<file path="src/rtl/tdm_pkg.sv">
// Shared types and constants for the 4-slot TDM demultiplexer.
package tdm_pkg;

   localparam int unsigned SLOT_W    = 2;
   localparam int unsigned NUM_SLOTS = 4;

   localparam logic [SLOT_W-1:0] LAST_SLOT = SLOT_W'(NUM_SLOTS - 1);

   typedef enum logic [1:0] {
      IDLE = 2'd0,
      HUNT = 2'd1,
      RUN  = 2'd2
   } state_t;

   // Counter width that stays legal when only one count value exists.
   function automatic int unsigned cnt_width(input int unsigned n);
      return (n > 1) ? $clog2(n) : 1;
   endfunction

endpackage

</file>
<file path="src/rtl/tdm_slot_timer.sv">
// Per-slot cycle counter: counts 0..SLOT_CYC-1 and flags the last cycle of a slot.
module tdm_slot_timer
   import tdm_pkg::*;
#(
   parameter int unsigned SLOT_CYC = 2
) (
   input  logic clk,
   input  logic rst_n,
   input  logic clr,
   input  logic en,
   output logic slot_end_c
);

   localparam int unsigned      CNT_W    = cnt_width(SLOT_CYC);
   localparam logic [CNT_W-1:0] CNT_LAST = CNT_W'(SLOT_CYC - 1);

   logic [CNT_W-1:0] cnt;

   // Slot ends on the last count while the timer is running.
   assign slot_end_c = en && (cnt == CNT_LAST);

   // Count cycles within a slot; clear holds or restarts the slot at count 0.
   always_ff @(posedge clk or negedge rst_n) begin
      if (!rst_n) begin
         cnt <= '0;
      end else if (clr) begin
         cnt <= '0;
      end else if (en) begin
         cnt <= slot_end_c ? '0 : cnt + CNT_W'(1);
      end
   end

endmodule

</file>
<file path="src/rtl/tdm_demux4.sv">
// Receive side of the 4:1 select-line mux link: drives selects, samples i_y once per
// slot and publishes the four channels together at each frame boundary.
module tdm_demux4
   import tdm_pkg::*;
#(
   parameter int unsigned DATA_W   = 1,
   parameter int unsigned SLOT_CYC = 2
) (
   input  logic              i_clk,
   input  logic              i_rst_n,
   input  logic              i_en,
   input  logic              i_sync,
   input  logic [DATA_W-1:0] i_y,
   output logic              o_a1,
   output logic              o_a0,
   output logic [DATA_W-1:0] o_d0,
   output logic [DATA_W-1:0] o_d1,
   output logic [DATA_W-1:0] o_d2,
   output logic [DATA_W-1:0] o_d3,
   output logic              o_frame_valid,
   output logic              o_sync_err
);

   state_t                             state;
   logic [SLOT_W-1:0]                  slot;
   logic [NUM_SLOTS-2:0][DATA_W-1:0]   shadow;

   logic run_c;
   logic slot_end_c;
   logic frame_end_c;
   logic resync_c;
   logic timer_clr_c;

   // Slot decode: a sync that does not coincide with the end of slot 3 is a resync.
   assign run_c       = (state == RUN) && i_en;
   assign frame_end_c = run_c && slot_end_c && (slot == LAST_SLOT);
   assign resync_c    = run_c && i_sync && !frame_end_c;
   assign timer_clr_c = !run_c || resync_c;

   // The slot register itself drives the selects, so they change only on clock edges.
   assign o_a1 = slot[1];
   assign o_a0 = slot[0];

   tdm_slot_timer #(
      .SLOT_CYC (SLOT_CYC)
   ) u_slot_timer (
      .clk        (i_clk),
      .rst_n      (i_rst_n),
      .clr        (timer_clr_c),
      .en         (run_c),
      .slot_end_c (slot_end_c)
   );

   // Link FSM with slot sequencing, shadow capture and frame publication.
   always_ff @(posedge i_clk or negedge i_rst_n) begin
      if (!i_rst_n) begin
         state         <= IDLE;
         slot          <= '0;
         shadow        <= '0;
         o_d0          <= '0;
         o_d1          <= '0;
         o_d2          <= '0;
         o_d3          <= '0;
         o_frame_valid <= 1'b0;
         o_sync_err    <= 1'b0;
      end else begin
         o_frame_valid <= 1'b0;
         o_sync_err    <= 1'b0;
         if (!i_en) begin
            state <= IDLE;
            slot  <= '0;
         end else begin
            case (state)
               IDLE: begin
                  state <= HUNT;
               end
               HUNT: begin
                  if (i_sync) begin
                     state <= RUN;
                     slot  <= '0;
                  end
               end
               RUN: begin
                  if (resync_c) begin
                     // Drop the partial frame and restart slot 0 from this edge.
                     o_sync_err <= 1'b1;
                     slot       <= '0;
                  end else if (slot_end_c) begin
                     slot <= slot + SLOT_W'(1);
                     if (slot == LAST_SLOT) begin
                        // Slot 3 bypasses the shadow so all four words land together.
                        o_d0          <= shadow[0];
                        o_d1          <= shadow[1];
                        o_d2          <= shadow[2];
                        o_d3          <= i_y;
                        o_frame_valid <= 1'b1;
                     end else begin
                        shadow[slot] <= i_y;
                     end
                  end
               end
               default: begin
                  state <= IDLE;
                  slot  <= '0;
               end
            endcase
         end
      end
   end

endmodule
</file>
<file path="config.mk">
export PLATFORM = sky130hd
export DESIGN_NAME = tdm_demux4
export DESIGN_NICKNAME = d
export VERILOG_FILES = /design/src/rtl/tdm_pkg.sv /design/src/rtl/tdm_slot_timer.sv /design/src/rtl/tdm_demux4.sv
export SDC_FILE = /design/constraint.sdc
export NUM_CORES = 1
export LEC_CHECK = 0
export CORE_MARGIN = 2
export CORE_UTILIZATION = 47
export DETAILED_ROUTE_END_ITERATION = 8
export PLACE_DENSITY = 0.7
export SETUP_SLACK_MARGIN = 0.4
export SLEW_MARGIN = 10
export SYNTH_ARGS = -nofsm -noshare
export SYNTH_HDL_FRONTEND = slang
export SYNTH_SLANG_ARGS = --single-unit
</file>
<file path="constraint.sdc">
create_clock -name i_clk -period 2.4 [get_ports i_clk]
set_clock_uncertainty 0.05 [all_clocks]
set_input_delay 0.24 -clock i_clk [delete_from_list [all_inputs] [get_ports i_clk]]
set_output_delay 0.24 -clock i_clk [all_outputs]
set_load 0.02 [all_outputs]
</file>
==> results of run 1 <==
## through the flow
step           power, W  area (um^2)
6_report       0.000398          815
5_1_grt        0.000418          815
4_1_cts        0.000404          815
3_5_place_dp   0.000277          792
3_3_place_gp   0.000277          792
2_1_floorplan  0.000261          676
## registers in the layout, indices dropped and copies added (netlist names)
register	flops
shadow	3
slot	2
state	2
o_d0	1
o_d1	1
o_d2	1
o_d3	1
o_frame_valid	1
o_sync_err	1
u_slot_timer.cnt	1
## layer usage
layer  wire, um  GRT usage (%)  part of all wire, %
met5          0              0                    0
met2        579           25.6                   53
met4          8           3.87                 0.73
met3         76           7.83                  6.9
met1        428           15.7                   39
## worst register-to-register path: stages, from the launching register on
cell	delay, ns
dfrtp_1	0.42
and3b_1	0.37
and3_4	0.28
mux2_4	0.31
## power breakdown
part / leakage, nW / switching [W] / internal, W
combinational: 0.167 / 0.0000146 / 0.0000142
sequential: 0.193 / 0.00000374 / 0.000239
clock: 0.0138 / 0.0000685 / 0.0000582
## cell usage in the layout, fill, tap and decap left out, drive strengths merged
cell	synthesis	final
a21oi	1	1
nor2	3	3
clkbuf	0	3
mux2	7	7
and3b	2	2
nor3	1	1
inv	2	2
nand2	4	4
dfrtp	14	14
or3b	1	1
clkdlybuf4s50	0	12
mux2i	3	3
nor3b	1	1
nand3b	1	1
a21boi	1	1
nand4	3	3
and2	1	1
and3	1	1
ha	4	4
## cell type report
cell class	instances	area, um^2	share of cell area, %
repair buffers	12	120	14.7
flip-flops and latches	14	350	43.0
clock buffers	3	22.5	2.76
well taps	15	18.8	2.30
multi-input cells	34	295	36.3
inverters	2	7.51	0.922
## worst paths after layout
| check | start | endpoint | slack, ns | cells past startpoint |
|---|---|---|---|---|
| max in group asynchronous | i_rst_n | shadow[1] | 1.61 | 1 |
| setup / recovery | slot[1] | o_a1 | 0.74 | 1 |
| hold reg to reg | shadow[0] | shadow[0] | 0.47 | 1 |
| setup reg to reg | state[0] | o_d0 | 0.86 | 3 |
| hold / removal | i_rst_n | shadow[0] | 0.29 | 1 |
| min in group i_clk | shadow[0] | shadow[0] | 0.47 | 1 |
## cells by family (layout without fill, tap and decap cells)
| logic type | count (synthesis) | count (layout) | synth area share, % |
|---|---|---|---|
| flip-flops | 14 | 14 | 51.9 |
| AO/OA/AOI/OAI | 2 | 2 | 1.85 |
| buffers and inverters | 4 | 17 | 4.44 |
| multiplexers | 10 | 10 | 18.3 |
| adder cells (fa/ha/maj) | 4 | 4 | 7.41 |
| AND/OR/NAND/NOR | 18 | 18 | 16.1 |
==> impl_metrics.json, run 1 <==
{
  "cts_resized": 0,
  "slew_headroom_pct": 58.8,
  "drt-pass1-iter-count": 4,
  "dp_cells": 77,
  "core-area_mm2": 0.00132,
  "clkTransAtPathRegs_ns": 0.08,
  "final_nets": 76,
  "outcome": "finished clean",
  "cp.arrival_ns": 1.37,
  "die_w_um": 41.9,
  "cpLargestDelayFamily": "buffers and inverters",
  "whs_ns": 0.292,
  "place_hpwl_um": 815,
  "max_stage_delay_ns": 0.64,
  "holdBufCountCts": 0,
  "dp_slack_ns": 0.545,
  "h-tree-depth": 1,
  "synth_cells": 52,
  "avgSynthCellArea_um2": 13.0,
  "drtIter0Drc": 3,
  "drive_above_1_share_pct": 18.5,
  "clock_sinks": 14,
  "async_reset_ff_share_pct": 100,
  "hold_violations": 0,
  "dieArea_mm2": 0.00176,
  "fin_setup_tns_ns": 0,
  "clkLatencyLatePin_ns": 0.28,
  "crit_chain": "clkdlybuf4s50_1",
  "synthTopCellsByCount": "dfrtp_1, ha_1, mux2_4, nand2_1",
  "peakVddDrop_v": 0.000267,
  "ys_warn_count": 0,
  "cap_violations": 0,
  "layout.cells.non_filler": 80,
  "setup_ws_ns": 0.743,
  "ys_types": 19,
  "syn_area_um2": 676,
  "synth_nets": 61,
  "crit_type": "flop to output port",
  "rsz0062_at_grt": "false",
  "synth_top_area_share_pct": 51.9,
  "n_antenna_cell": 0,
  "synth_ff_type": "dfrtp_1",
  "drtAntennaViolNets": 0,
  "wl_per_cell_um": 13.7,
  "drc_errors": 0,
  "synth_edf_count": 0,
  "vias": 437,
  "root_buffer": "clkbuf_4",
  "critPathLaunchType": "flop",
  "globalplace.congestion": 0.654,
  "grt_pass1_vias": 446,
  "grt_pass1_wl_um": 1920,
  "tritoncts": "built",
  "slowest_stage": "clkdlybuf4s50_1",
  "initial_core_util_pct": 51.3,
  "avgViaCountPerCell": 5.46,
  "clockBufferDepth": 2,
  "finalCoreUtilization_pct": 61.8,
  "grt_use_total_pct": 14.8,
  "cp.buffers_inverters": 1,
  "worst_pin_slew_ns": 0.616,
  "end_kind": "output port",
  "antenna_found_initial": 0,
  "p_leak_nw": 0.374,
  "setup_viol": 0,
  "synthTopCellsByArea": "dfrtp_1, mux2_4, ha_1, mux2_2, mux2i_1",
  "power_density_mw_per_mm2": 489,
  "drt_wl_total_um": 1090,
  "cts_made_buffers": 3,
  "finalCritPeriodShare_pct": 69.0,
  "min_path_type": "primary input to async pin",
  "yosysMostFrequentCell": "dfrtp_1",
  "io-pin-count": 13,
  "synth_seq_cells": 14,
  "min_period_ns": 1.66,
  "synth_top_cell_by_area": "dfrtp_1",
  "syn_to_final_growth_pct": 20.6,
  "port_buffers": 12,
  "yosysSeqAreaShare_pct": 51.9,
  "die_y_um": 41.9,
  "cts_setup_buffers": 0,
  "grt_max_degree": 15,
  "worstPathRequired_ns": 2.11,
  "overflow": 0,
  "slew_violations": 0,
  "cp_max_fo": 5,
  "timing.fmax_mhz": 604,
  "fillers": 98,
  "num_rows": 13
}
(Power assumes the default switching activity.)
==> run 2: changes to the inputs <==
clock period = 1.7 ns   (was 2.4 ns; I/O delays follow)
==> run 2 against run 1 <==
Against the previous run:
- via count increased by 1.8%
- count of clock-buffer cells in the layout is 1 higher
- critical endpoint is now o_d1
- first-iteration DRC count grew 100%
- sequential power increased by 40%
- total power up 49%
- largest cell class unchanged
- wire length increased by 3.7%
- flip-flop and latch count did not move
==> impl_metrics.json, run 2 (synthesized netlist as in run 1, its figures left out) <==
{
  "crit_type": "flop to flop",
  "reg2reg_depth": 3,
  "core-area_mm2": 0.00132,
  "antenna_found_initial": 0,
  "slew_headroom_pct": 85.8,
  "vias": 445,
  "die_y_um": 41.9,
  "largest_reg_flops": 3,
  "worst_pin_slew_ns": 0.212,
  "outcome": "finished clean",
  "clockBufferDepth": 2,
  "num_rows": 13,
  "r2r-start": "state[0]",
  "tritoncts": "built",
  "setup_ws_ns": 0.294,
  "worstPathRequired_ns": 1.81,
  "io-pin-count": 13,
  "n_antenna_cell": 0,
  "min_path_type": "primary input to async pin",
  "clock_sinks": 14,
  "min_period_ns": 1.41,
  "top_regs": "shadow: 3 flops, slot: 2 flops, state: 2 flops",
  "total_power_w": 0.000592,
  "globalplace.congestion": 0.754,
  "drtAntennaViolNets": 0,
  "avgViaCountPerCell": 4.94,
  "cap_violations": 0,
  "final_area_um2": 903,
  "final_nets": 85,
  "wl_per_cell_um": 12.6,
  "whs_ns": 0.143,
  "switching_share_pct": 22.3,
  "crit_chain": "and3b_2 > and3_4 > mux2_4",
  "fin_setup_tns_ns": 0,
  "regToRegSetupSlack_ns": 0.29,
  "grt_max_degree": 15,
  "pwr-share-seq_pct": 57.6,
  "fillers": 103,
  "overflow": 0,
  "setup_viol": 0,
  "clkTransAtPathRegs_ns": 0.08,
  "port_buffers": 12,
  "end_kind": "flop",
  "root_buffer": "clkbuf_4",
  "drt_wl_total_um": 1130,
  "cts_made_buffers": 3,
  "syn_to_final_growth_pct": 33.7,
  "grt_use_total_pct": 15.9,
  "initial_core_util_pct": 51.3,
  "hold_violations": 0,
  "p_clk_share_pct": 32.6,
  "finalCritPeriodShare_pct": 82.7,
  "seq_area_um2": 353,
  "die_w_um": 41.9,
  "mostFrequentLayoutCell": "dfrtp_1",
  "slowest_stage": "dfrtp_1",
  "dieArea_mm2": 0.00176,
  "multi_input_area_um2": 314,
  "grt_pass1_vias": 457,
  "drtIter0Drc": 6,
  "placed_cell_area_um2": 840,
  "cp_max_fo": 5,
  "top_register": "shadow",
  "h-tree-depth": 1,
  "drt-pass1-iter-count": 4,
  "power_density_mw_per_mm2": 656,
  "place_hpwl_um": 840,
  "most-common-layout-cells": "dfrtp_1, buf_4, dlygate4sd2_1",
  "slew_violations": 0,
  "critPathLaunchType": "flop",
  "timing.fmax_mhz": 711,
  "clkLatencyLatePin_ns": 0.28,
  "drc_errors": 0,
  "cp.arrival_ns": 1.52,
  "peakVddDrop_v": 0.000437,
  "dp_slack_ns": 0.0461,
  "rr_endpoint": "o_d1",
  "power.switching_w": 0.000132,
  "drive_above_1_share_pct": 34.7,
  "max_stage_delay_ns": 0.40,
  "rsz0062_at_grt": "true",
  "internal-power_w": 0.000460,
  "grt_pass1_wl_um": 2050,
  "p_leak_nw": 0.449,
  "p_comb_share_pct": 9.8
}
run 2: changes by cell type in the layout (fill, tap and decap cells not counted), moves of 2 or more:
cell / previous run / this run
dfrtp_1: 14 / 12
dlygate4sd2_1: 0 / 6
dfrtp_2: 0 / 2
clkdlybuf4s50_1: 12 / 4
buf_4: 0 / 8
clkdlybuf4s15_1: 0 / 2
run 2: cell type report:
cell class	instances	share of cell area (%)
Clock buffer	4	2.91
Inverter	2	0.831
Multi-Input combinational cell	34	34.8
Sequential cell	14	39.1
Tap cell	15	2.08
Timing Repair Buffer	21	20.4
run 2: timing repair:
| item | in CTS | in global routing |
|---|---|---|
| hold endpoints to repair | 0 | 0 |
| pin swaps | 2 | 0 |
| hold buffers | 0 | 0 |
| setup buffers | 5 | 0 |
| setup endpoints to repair | 16 | 10 |
| gates resized for setup | 12 | 2 |
run 2: worst max-delay path by stage:
stage	start	endpoint	slack, ns	depth (start not counted)
5_1_grt	state[0]	o_d0	0.26	3
4_1_cts	state[0]	o_d2	0.29	3
3_5_place_dp	i_en	o_d2	0.05	4
6_report	state[0]	o_d1	0.29	3
3_3_place_gp	i_en	o_d1	0.09	4
2_1_floorplan	state[0]	o_d0	0.23	5
run 2: power groups by stage:
stage | sequential [W] | combinational [W] | clock (W)
after floorplan | 0.000350 | 0.0000194 | 0
after global placement | 0.000350 | 0.0000476 | 0
after detailed placement | 0.000350 | 0.0000487 | 0
after CTS | 0.000341 | 0.0000585 | 0.000197
after global routing | 0.000342 | 0.0000647 | 0.000214
final | 0.000341 | 0.0000579 | 0.000193
run 2: layer usage:
metal  GRT usage, %  vias up  wire length (um)
li1               -      230                 -
met1           21.3      202               567
met2           23.4       11               494
met3           3.04        2                50
met4           9.68        0                21
met5              0        -                 0
run 2: stage by stage:
| stage | std cells | utilization, % |
|---|---|---|
| 2_1_floorplan | 52 | - |
| 3_3_place_gp | 81 | 63.7 |
| 3_5_place_dp | 81 | 63.7 |
| 4_1_cts | 90 | 68.4 |
| 5_1_grt | 90 | 68.6 |
| 6_report | 90 | 68.6 |
run 2: critical path: cells and delay by family (launching register included):
kind,cells,cell delay [ns]
flops,1,0.40
mux,1,0.31
simple gates,2,0.53
